$ cat config.mk
export PLATFORM = sky130hd
export DESIGN_NAME = shifter_pipe_flat
export DESIGN_NICKNAME = d
export VERILOG_FILES = /design/src/rtl/shifter_pipe_if.sv /design/src/rtl/shifter_pipe.sv /design/src/flat_wrapper.sv
export SDC_FILE = /design/constraint.sdc
export NUM_CORES = 1
export LEC_CHECK = 0
export CAP_MARGIN = 25
export CORE_AREA = 8 8 126 186
export CTS_BUF_LIST = sky130_fd_sc_hd__clkbuf_8
export CTS_CLUSTER_DIAMETER = 150
export DETAILED_ROUTE_END_ITERATION = 10
export DIE_AREA = 0 0 134 194
export HOLD_SLACK_MARGIN = 0.15
export PLACE_DENSITY_LB_ADDON = 0.3
export SLEW_MARGIN = 20
export SYNTH_ARGS = -nofsm -noshare
export SYNTH_HDL_FRONTEND = slang
export SYNTH_SLANG_ARGS = --single-unit
$ cat constraint.sdc
create_clock -name clock -period 4.15 [get_ports clock]
set_input_delay 0.83 -clock clock [delete_from_list [all_inputs] [get_ports clock]]
set_output_delay 0.83 -clock clock [all_outputs]
set_load 0.01 [all_outputs]
$ cat src/rtl/shifter_pipe_if.sv
// Operand/result handshake bundle for shifter_pipe.
// master = producer/consumer side, slave = the shifter.
interface shifter_pipe_if #(
  parameter int WIDTH = 32,
  parameter int SHW   = 5
);
  logic             in_valid;
  logic             in_ready;
  logic [WIDTH-1:0] data_operandA;
  logic [SHW-1:0]   ctrl_shiftamt;
  logic [1:0]       ctrl_op;
  logic             out_valid;
  logic             out_ready;
  logic [WIDTH-1:0] data_result;

  modport master (
    output in_valid,
    output data_operandA,
    output ctrl_shiftamt,
    output ctrl_op,
    output out_ready,
    input  in_ready,
    input  out_valid,
    input  data_result
  );

  modport slave (
    input  in_valid,
    input  data_operandA,
    input  ctrl_shiftamt,
    input  ctrl_op,
    input  out_ready,
    output in_ready,
    output out_valid,
    output data_result
  );
endinterface

$ cat src/rtl/shifter_pipe.sv
// Pipelined barrel shifter: one log2 stage per register.
// Ops: 00 SLL, 01 SRL, 10 SRA, 11 ROR. Global stall on output.
module shifter_pipe #(
  parameter int WIDTH = 32,
  parameter int SHW   = 5
) (
  input  logic          clock,
  input  logic          reset,
  shifter_pipe_if.slave bus
);

  typedef struct packed {
    logic             vld;
    logic [1:0]       op;
    logic [SHW-1:0]   amt;
    logic [WIDTH-1:0] data;
  } stg_t;

  stg_t cur     [SHW];
  stg_t stage_d [SHW];
  stg_t stage_q [SHW];
  logic en;

  // SRA fills with the current MSB, which every SRA stage
  // preserves, so the captured operand sign is carried along.
  function automatic logic [WIDTH-1:0] shift_by(
    input logic [WIDTH-1:0] d,
    input logic [1:0]       op,
    input int unsigned      sh
  );
    logic [WIDTH-1:0] r;
    case (op)
      2'b00:   r = d << sh;
      2'b01:   r = d >> sh;
      2'b10:   r = WIDTH'($signed(d) >>> sh);
      default: r = (d >> sh) | (d << (WIDTH - sh));
    endcase
    return r;
  endfunction

  assign en            = !(stage_q[SHW-1].vld && !bus.out_ready);
  assign bus.in_ready  = en;
  assign bus.out_valid = stage_q[SHW-1].vld;
  assign bus.data_result = stage_q[SHW-1].data;

  // Source of each stage: inputs for stage 0, else predecessor.
  always_comb begin
    cur[0] = '{
      vld:  bus.in_valid,
      op:   bus.ctrl_op,
      amt:  bus.ctrl_shiftamt,
      data: bus.data_operandA
    };
    for (int k = 1; k < SHW; k++) begin
      cur[k] = stage_q[k-1];
    end
  end

  // Stage k shifts by 2^k when its amount bit is set.
  always_comb begin
    for (int k = 0; k < SHW; k++) begin
      stage_d[k] = cur[k];
      if (cur[k].amt[k]) begin
        stage_d[k].data = shift_by(
          cur[k].data, cur[k].op, 1 << k);
      end
    end
  end

  // Stage registers: clear on reset, advance only when en.
  always_ff @(posedge clock) begin
    if (reset) begin
      for (int k = 0; k < SHW; k++) begin
        stage_q[k] <= '0;
      end
    end else if (en) begin
      for (int k = 0; k < SHW; k++) begin
        stage_q[k] <= stage_d[k];
      end
    end
  end

endmodule

$ cat src/flat_wrapper.sv
// flat-port wrapper written by rule: the top's interface ports become plain ports
module shifter_pipe_flat 
#(
  parameter int WIDTH = 32,
  parameter int SHW   = 5
)
  (clock, reset, bus_in_valid, bus_data_operandA, bus_ctrl_shiftamt, bus_ctrl_op, bus_out_ready, bus_in_ready, bus_out_valid, bus_data_result);
  shifter_pipe_if #(.WIDTH(WIDTH), .SHW(SHW)) bus_i ();
  input  logic clock;
  input  logic reset;
  input wire logic [$bits(bus_i.in_valid)-1:0] bus_in_valid;
  input wire logic [$bits(bus_i.data_operandA)-1:0] bus_data_operandA;
  input wire logic [$bits(bus_i.ctrl_shiftamt)-1:0] bus_ctrl_shiftamt;
  input wire logic [$bits(bus_i.ctrl_op)-1:0] bus_ctrl_op;
  input wire logic [$bits(bus_i.out_ready)-1:0] bus_out_ready;
  output wire logic [$bits(bus_i.in_ready)-1:0] bus_in_ready;
  output wire logic [$bits(bus_i.out_valid)-1:0] bus_out_valid;
  output wire logic [$bits(bus_i.data_result)-1:0] bus_data_result;
  assign bus_i.in_valid = bus_in_valid;
  assign bus_i.data_operandA = bus_data_operandA;
  assign bus_i.ctrl_shiftamt = bus_ctrl_shiftamt;
  assign bus_i.ctrl_op = bus_ctrl_op;
  assign bus_i.out_ready = bus_out_ready;
  assign bus_in_ready = bus_i.in_ready;
  assign bus_out_valid = bus_i.out_valid;
  assign bus_data_result = bus_i.data_result;
  shifter_pipe #(.WIDTH(WIDTH), .SHW(SHW)) u_core (.clock(clock), .reset(reset), .bus(bus_i));
endmodule
After elaboration in Yosys (flattened, before gate mapping) --
Memories as Yosys holds them, arrays and structs flattened. Cells that the tools add are included.
Word-level totals: register bits 0, memory bits (writable) 200, input bits 43, output and inout port bits 34, word-level logic and storage cells 49, memories kept 1
Memories:
- u_core.stage_q | depth 5, width 40, rd ports 5, clocked after memory_dff 0, wr ports 5, line shifter_pipe.sv:21 | stg_t stage_q [SHW];
Operators by class: eq/ne operators 10, muxes and demuxes 20, bitwise gates (word level) 10, reductions and logical operators 8
Operators with widths (number):
- case mux 32 bit (3 select lines) | 5
- 2-to-1 mux 40 bit | 5
- 2-to-1 mux 32 bit | 5
- OR 16 x 32 -> 32 bit | 1
- OR 24 x 32 -> 32 bit | 1
- OR 28 x 32 -> 32 bit | 1
- OR 30 x 32 -> 32 bit | 1
- OR 31 x 32 -> 32 bit | 1
- equality test 2 x 1 -> 1 bit, second input constant | 5
- equality test 2 bit, second input constant | 5
- logical NOT 2 bit | 5
- 2-to-1 mux 1 bit | 5
- OR 1 bit | 5
- logical NOT 1 bit | 2
- logical AND 1 bit | 1

Depth between registers and ports, before layout --
Gate-level depths: netlist of the first run.
depth after elaboration 6, depth in mapped cells 6, gate-level depth less buffers 3

Worst setup path before layout of the first run --
Ideal clock, no wire load.
path kind input to register, from input port bus_out_ready, to memory u_core.stage_q[0][0] in the netlist's numbering (enable), setup time 467 ps, arrival time 3231 ps, required time 3683 ps, path slack 452 ps, cell stages on the path 2, buffers on the path 0, path through nand2b_2 -> or2_2
RTL lines:
- start, declared | line flat_wrapper.sv:15 | input wire logic [$bits(bus_i.out_ready)-1:0] bus_out_ready;
- end, declared | line shifter_pipe.sv:21

Worst setup path in the final report of the first run --
from input port bus_out_ready, to output port bus_in_ready
Between the ends: longest elaborated chain between the ends 3
RTL lines:
- logical NOT 1 bit | line shifter_pipe.sv:41 | assign en = !(stage_q[SHW-1].vld && !bus.out_ready);
- logical AND 1 bit | line shifter_pipe.sv:41
- logical NOT 1 bit | line shifter_pipe.sv:41
- end, declared | line flat_wrapper.sv:16 | output wire logic [$bits(bus_i.in_ready)-1:0] bus_in_ready;
No other way between the ends.

==> results.md, run 1 <==
- Dividing the detail-routed wire length by the instance count gives ~15 um.
- For the worst setup path, the data required time is 3320 ps.
- The total clock buffers created by CTS is 17.
- The met3 usage is 0.02801.
- Setup repair after global routing left no endpoint under its margin.
- For this design the ratio of total power to cell area is approximately 360 nW/um^2.
- The multi-input combinational cells in the finished layout cover a total of approximately 3600 sq um.
- The signal on the critical path passes through clkdlybuf4s50_1 > nand2b_2 > clkdlybuf4s50_1.
- For met2 alone, demand over resource in global routing was 0.2691.
- The arrival time at the worst endpoint is roughly 2000 ps.
- In the global route stage, met1 resource usage came out at 0.1422.
- The count of nets left with antenna violations after detail routing is 0.
- After detailed routing, the number of vias per cell comes to 5.569.
- The number of distinct standard cells referenced by the synthesized netlist is 36.
- The part of the power in the clock network is 0.310.
- The filler cells instantiated in the layout total 1876.
- The register with the most flip-flops in the layout has around 180 of them.
- The overall track demand over capacity in global routing is 0.1436.
- The Yosys step of the flow raised 0 warnings.
- The headroom to the max-slew limit is 0.4013.
- The number of global-route vias before repair came to ~6400.
- The layout-stage area growth over the synthesis result is 12.89%.
- The worst setup path is captured at a primary output.
- The share of total power dissipated in sequential elements is 0.579.
- In the routed design, unresolved DRC markers number 0.
- The starting utilization of the core area is 0.4600.
- Max-cap violations in this run came to 0.
- Registers take 5495 sq um.
- Clock-pin slew was measured on the worst setup and hold paths at roughly 80 ps.
- The first global-routing pass estimated 30460 um of wire.
- The worst vdd rail ir drop is 0.1703 mV.
- The area share of the leading cell type in the synthesized netlist is 0.5760.
- The cell depth of the worst hold path is 1.
- The endpoint of the worst hold path is u_core.stage_q[0][116].
- For this design, the slowest cell found on the critical path is clkdlybuf4s50_1.
- The horizontal die dimension is around 130 um.
- The number of setup buffers added after CTS is 0.
- The floorplan step set the die height to slightly below 200 um.
- The worst clock skew is about 13 ps.
- TritonCTS built the clock tree.
- The tree is rooted in a clkbuf_8.
- Across all layers, the routed design uses ~6800 vias.
- In this run the register-to-register setup slack is 2170 ps.
- The total of flip-flops plus latches after synthesis is 183.
- The clock period could shrink to around 2800 ps.
- The max-slew violation count was 0.
- The worst setup path is launched from an input port.
- In the post-synthesis netlist, the biggest area contributors are edfxtp_1 58%, nand2_1 8.9%, a311oi_1 8.4%.
- The die area is between 20000 and 30000 sq um.
- The number of antenna violations at the first check in global routing is 0.
- The pre-antenna-repair detailed-routing pass consisted of 5 iterations.
- The number of clock sinks is 183.
- The H-tree was split into 4 levels.
- The number of setup violations in the final report is 0.
- Of the cells placed in the final design, the portion with a size suffix greater than 1 is 0.09186.
- Synthesis handed over a netlist of approximately 910 instances.
- The number of synthesized flops with an enable pin is about 180.
- The sum of negative setup slack is 0 ps.
- The combinational fraction of design power is 0.111.
- In the final design database the tool counted approximately 990 nets.
- The post-layout utilization of the core is 0.5193.
- The post-synth net total is roughly 960.
- The total wirelength of the detailed-routed design is approximately 19000 um.
- The internal portion of the total power is 2.927 mW.
- The count of hold buffers inserted by post-cts repair is 0.
- For this run, the leading register cell type out of synthesis is edfxtp_1.
- The flow ran to the end, and the final reports show no timing, DRC or antenna violations.
- In this run the most used layer during global routing was met2.
- The violation count after the first detailed-routing iteration is 295.
- Counting cells, the worst reg-to-reg path comes to 3.
- The pin count of the biggest net entering global routing is 65.
- The startpoint-to-endpoint class of the critical path is in -> out.
- The antenna cell count is 0.
- The synthesized design spends more area on one cell type than any other, namely edfxtp_1.
- The switching power total is about 0.95 mW.
- The congestion estimate from routability-driven global placement came to approximately 0.82.
- The share of the clock period used by the worst path is 0.6793.
- More flip-flops sit in one register than any other, and that register is u_core.stage_q.
- In this run the worst hold path is classified as reg -> reg.
- The fmax is between 0.3 and 0.4 GHz.
- The worst stage delay on the critical path is approximately 550 ps.
- The port buffer count is 76.
- The buffer depth of the longest clock path is 2.
- The startpoint of the most critical hold path is u_core.stage_q[0][76].
- After synthesis, the mean cell area works out to between 10 and 15 sq um.
- The hold violation count in the final report is 0.
- The worst flop-to-flop path startpoint is u_core.stage_q[0][77].
- The clock latency reported for the late side of the worst-skew pair is 460 ps.
- The number of placed I/O pins is a little under 80.
- The number of gates resized after CTS is 0.
- The number of core rows is between 60 and 70.
- The share of async-settable or async-resettable flops after synthesis is 0.
- The cell repeated most along the worst path is clkdlybuf4s50_1.
- The endpoint identified for the worst register-to-register timing path is u_core.stage_q[0][99].
- In the final layout, the registers with the most flip-flops are u_core.stage_q x183.
- The switching fraction of total power is 0.2453.
- The share of the Yosys chip area taken by registers is 0.5760.
- The total standard cell area after synthesis is roughly 9500 sq um.
- The measured slew at the worst slew-check pin is about 900 ps.
- The region available for standard cell placement spans 20740 sq um.
- The worst-path maximum fanout is 4.
- The total congestion overflow after global routing is 0.
- The HPWL after detailed placement is about 13000 um.
- The standby leakage power is about 3.7 nW.
[metrics by stage]
step                      total power [mW]  hold slack, ps  instances  setup slack (ps)  area, sq um
after global routing                 4.032           543.7       1226              1271        10770
final                                3.878           521.7       1226              1331        10770
after floorplan                      2.571           496.7        914             451.8         9540
after CTS                            3.907           524.3       1224              1317        10740
after global placement               2.707           501.1       1192              1188        10330
after detailed placement             2.718           504.8       1192              1134        10340
[power by group through the flow]
| stage | sequential [mW] | combinational, mW | clock, mW |
|---|---|---|---|
| global route | 2.26 | 0.483 | 1.29 |
| floorplan | 2.26 | 0.314 | 0 |
| global placement | 2.29 | 0.415 | 0 |
| detailed placement | 2.29 | 0.425 | 0 |
| CTS | 2.25 | 0.426 | 1.23 |
| finish | 2.25 | 0.430 | 1.20 |
[cells in the mapped netlist (2+ instances only)]
cell type	instances
buf_4	7
a21oi_1	31
clkbuf_1	30
a211oi_1	8
mux2_2	2
and2_1	35
buf_6	12
edfxtp_1	183
nor2b_1	18
or2_2	4
nor2_4	2
a211oi_2	10
nand2_1	225
o21ai_0	12
nand3_1	16
a22oi_1	2
buf_2	25
nand2b_1	15
nor2_1	147
a311oi_2	19
a311oi_1	91
buf_1	5
nand3b_1	2
[worst max-delay path, delay by kind of cell]
family | cells | cell delay (ps)
simple gates | 1 | 160
buf+inv | 2 | 1000
[layout make-up]
cell class                      instances  share of cell area
Sequential cell                       183              0.5102
Multi-Input combinational cell        649              0.3328
Timing Repair Buffer                   93             0.08852
Tap cell                              268             0.03113
Clock buffer                           17             0.02172
Clock inverter                         15             0.01522
Inverter                                1           0.0003485
[cells in the final DEF, fill, tap and decap left out, types with 2 or more instances in the layout]
cell / count
a311oi_2: 19
buf_4: 11
nand3_1: 16
buf_12: 5
a21oi_1: 31
clkdlybuf4s50_1: 75
inv_1: 4
mux2_2: 2
nor2_4: 2
and2_1: 35
a211oi_1: 8
o21ai_0: 12
nand2_1: 225
clkinv_1: 2
clkinv_4: 3
nor2b_1: 17
a22oi_1: 2
edfxtp_1: 183
bufinv_16: 3
a211oi_2: 10
a311oi_1: 91
nand2b_1: 14
nor2b_2: 2
nor2_1: 147
clkinvlp_4: 2
or2_2: 3
clkbuf_8: 17
nand3b_1: 2
[worst max path at each step]
| stage | from | to | slack [ps] |
|---|---|---|---|
| floorplan | bus_out_ready | u_core.stage_q[0][0] | 450 |
| CTS | bus_out_ready | bus_in_ready | 1320 |
| global route | bus_out_ready | bus_in_ready | 1270 |
| global placement | bus_out_ready | u_core.stage_q[0][8] | 1190 |
| detailed placement | bus_out_ready | u_core.stage_q[0][20] | 1130 |
| finish | bus_out_ready | bus_in_ready | 1330 |
[metal layers]
layer,share of wire,vias to the layer above
met5,0,-
met4,0.038,0
met3,0.036,38
met2,0.56,153
met1,0.37,3269
li1,-,3368
[logic make-up (layout without fill, tap and decap cells)]
kind of cell	Yosys count	after routing	synth area share
buffers and inverters	82	126	0.04957
and+or+nand+nor	469	469	0.2101
AOI/OAI and AO/OA	177	177	0.1603
muxes	2	2	0.002360
xor gates and xnor gates	1	1	0.001705
DFF	183	183	0.5760
Power figures use the tool's default switching activity.
==> inputs of run 2 (changes only) <==
==> constraint.sdc (replaced) <==
create_clock -name clock -period 2.3 [get_ports clock]
set_input_delay 0.46 -clock clock [delete_from_list [all_inputs] [get_ports clock]]
set_output_delay 0.46 -clock clock [all_outputs]
set_load 0.01 [all_outputs]
==> run 2 against run 1 <==
Sequential share of layout area fell by 0.81 points. Clock skew rose by 1.8 ps. Routed wire length rose by 1.7%. Global-route usage rose by 0.55 points. Critical path depth did not move. Clock-buffer cell count did not move. Critical endpoint unchanged. Clock power rose by 70%. Total power rose by 78%. Highest routed layer unchanged. Core utilization rose by 0.83 points.
==> results.md, run 2 (same netlist as run 1, synthesis figures left out) <==
- In the final layout, the registers with the most flip-flops are u_core.stage_q x183.
- The buffer depth of the longest clock path is 2.
- Detailed placement ended at an HPWL of about 14000 um.
- The antenna cell count is 0.
- The count of nets left with antenna violations after detail routing is 0.
- Clock latency on the worst-skew pair, taken at its later pin, is around 470 ps.
- For this block, the via count after detailed routing is roughly 7000.
- Entering global routing, the biggest net connects 65 pins.
- The number of vias per cell is about 5.5.
- The number of placed I/O pins is a little under 80.
- The most common cell after layout, fill and taps aside is nand2_1.
- At the end of the flow the core is filled with cells to 0.5277.
- The first TritonRoute pass finished after 5 iterations.
- Buffers added to address setup during post-CTS repair amount to 0.
- The total overflow left after global routing is 0.
- On the final layout, the worst clock skew is 14.32 ps.
- In the final layout, the share of cells above drive strength 1 is 0.1050.
- Routability-driven placement finished with a final weighted congestion of 0.9070.
- Total power for the finished layout comes to 6.915 mW.
- The hold violation count in the final report came to 0.
- The total wirelength of the detailed-routed design is between 15000 and 20000 um.
- For this design, the sink count on the clock tree is 183.
- The sum of negative setup slack is 0 ps.
- Leaving out filler cells and counting taps, the final layout contains ~1200.
- The multi-input combinational cells in the finished layout cover a total of 3587 sq um.
- Dividing the final minimum period by the clock period gives 0.9078.
- The number of core rows is 65.
- The startpoint-to-endpoint class of the critical path is in -> out.
- The clock period minus worst slack is roughly 2100 ps.
- The combined flip-flop and latch cell area is between 5000 and 6000 sq um.
- The instance count after placement with tap cells included is 1208.
- STA puts the critical path data required time at roughly 1800 ps.
- The number of hold buffers added after CTS was 0.
- Clock tree synthesis selected as its root buffer the cell clkbuf_8.
- The final worst-path setup slack is 212.1 ps.
- In this run the worst hold path is classified as reg -> reg.
- The max-slew violation count is 0.
- Based on the critical path, the design can be clocked at up to 0.4790 GHz.
- Along the worst path, the maximum fanout reaches 4.
- The number of antenna violations at the first check in global routing is 0.
- The first global-routing pass estimated roughly 32000 um of wire.
- The number of setup violations in the final report is 0.
- The final non-filler cell area is around 11000 sq um.
- In the global route stage, overall resource usage came out at 0.1492.
- The register with the most flip-flops in the layout has around 180 of them.
- Summed over all cells, the static leakage comes to 3.812 nW.
- TritonCTS built the clock tree.
- Setup repair after global routing left no endpoint under its margin.
- The total clock buffers created by CTS is 17.
- The kind of launch point of the worst setup path is an input port.
- The number of gates resized after CTS is 0.
- The number of filler cells placed in the layout is around 1800.
- The area of the core is between 20000 and 25000 sq um.
- The detailed router finished its first iteration with between 200 and 300 violations.
- The measured slew at the worst slew-check pin is 690.4 ps.
- The die area is about 26000 sq um.
- The horizontal die dimension is between 100 and 150 um.
- The final worst hold slack is slightly above 500 ps.
- The final routed DRC violation total is 0.
- The worst slack at placement is 164.9 ps.
- Across the run, the number of max-cap violations was 0.
- The H-tree level count is 4.
- In this run the cell area measured after placement is around 11000 sq um.
- The register ranked first by flip-flop count is u_core.stage_q.
- The endpoint type of the worst setup path is a primary output.
- Relative to the synthesized area, the layout overhead comes to 14.70%.
- The clock transition at the registers of the reported paths is 90 ps.
- Data arrives at the worst endpoint at roughly 1600 ps.
- The routed length per instance is between 15 and 20 um.
- Input and output buffers added on the ports amount to 76.
- The die outline height is 194 um.
- The worst-case IR drop observed on VDD is roughly 0.35 mV.
- The number of global-route vias before repair is about 6700.
- For this configuration, the core starts out at a cell density of 0.4600.
- The net count of the finished layout is 1002.
- The flow ran to the end, and the final reports show no timing, DRC or antenna violations.
- The library cells used most frequently in the layout, excluding fill and tap cells, are 225 x nand2_1, 183 x edfxtp_1, 147 x nor2_1, 91 x a311oi_1, 75 x clkdlybuf4s50_1.
- Headroom to the max-slew limit came out at 0.5398.
- For this design the ratio of total power to cell area is 631.9 nW/um^2.
## run 2: worst paths after layout
path,from,endpoint,slack (ps),depth (start not counted)
setup / recovery,bus_out_ready,bus_in_ready,210,3
setup reg to reg,u_core.stage_q[0][118],u_core.stage_q[0][145],440,3
hold / removal,u_core.stage_q[0][76],u_core.stage_q[0][116],510,1
hold reg to reg,u_core.stage_q[0][76],u_core.stage_q[0][116],510,1
## run 2: per-layer routing
layer,vias up,global-route usage,part of all wire
li1,3403,-,-
met1,3294,0.1427,0.36
met2,137,0.2904,0.57
met3,32,0.02956,0.033
met4,0,0.07390,0.034
met5,-,0,0
## run 2: report_power, final
part | switching, mW | total, mW | internal [mW]
Combinational | 0.449 | 0.813 | 0.364
Sequential | 0.170 | 4.06 | 3.89
Clock | 1.10 | 2.04 | 0.945
## run 2: area by class of cell
cell class | instances | area share
clock buffers | 17 | 0.02138
clock inverters | 14 | 0.01246
inverters | 1 | 0.0003430
multi-input cells | 649 | 0.3278
flip-flops and latches | 183 | 0.5022
well taps | 268 | 0.03064
repair buffers | 107 | 0.1052
## run 2: critical path, cell delays in order
cell and delay [ps]:
clkdlybuf4s50_1 480, nand2b_4 150, clkdlybuf4s50_1 540
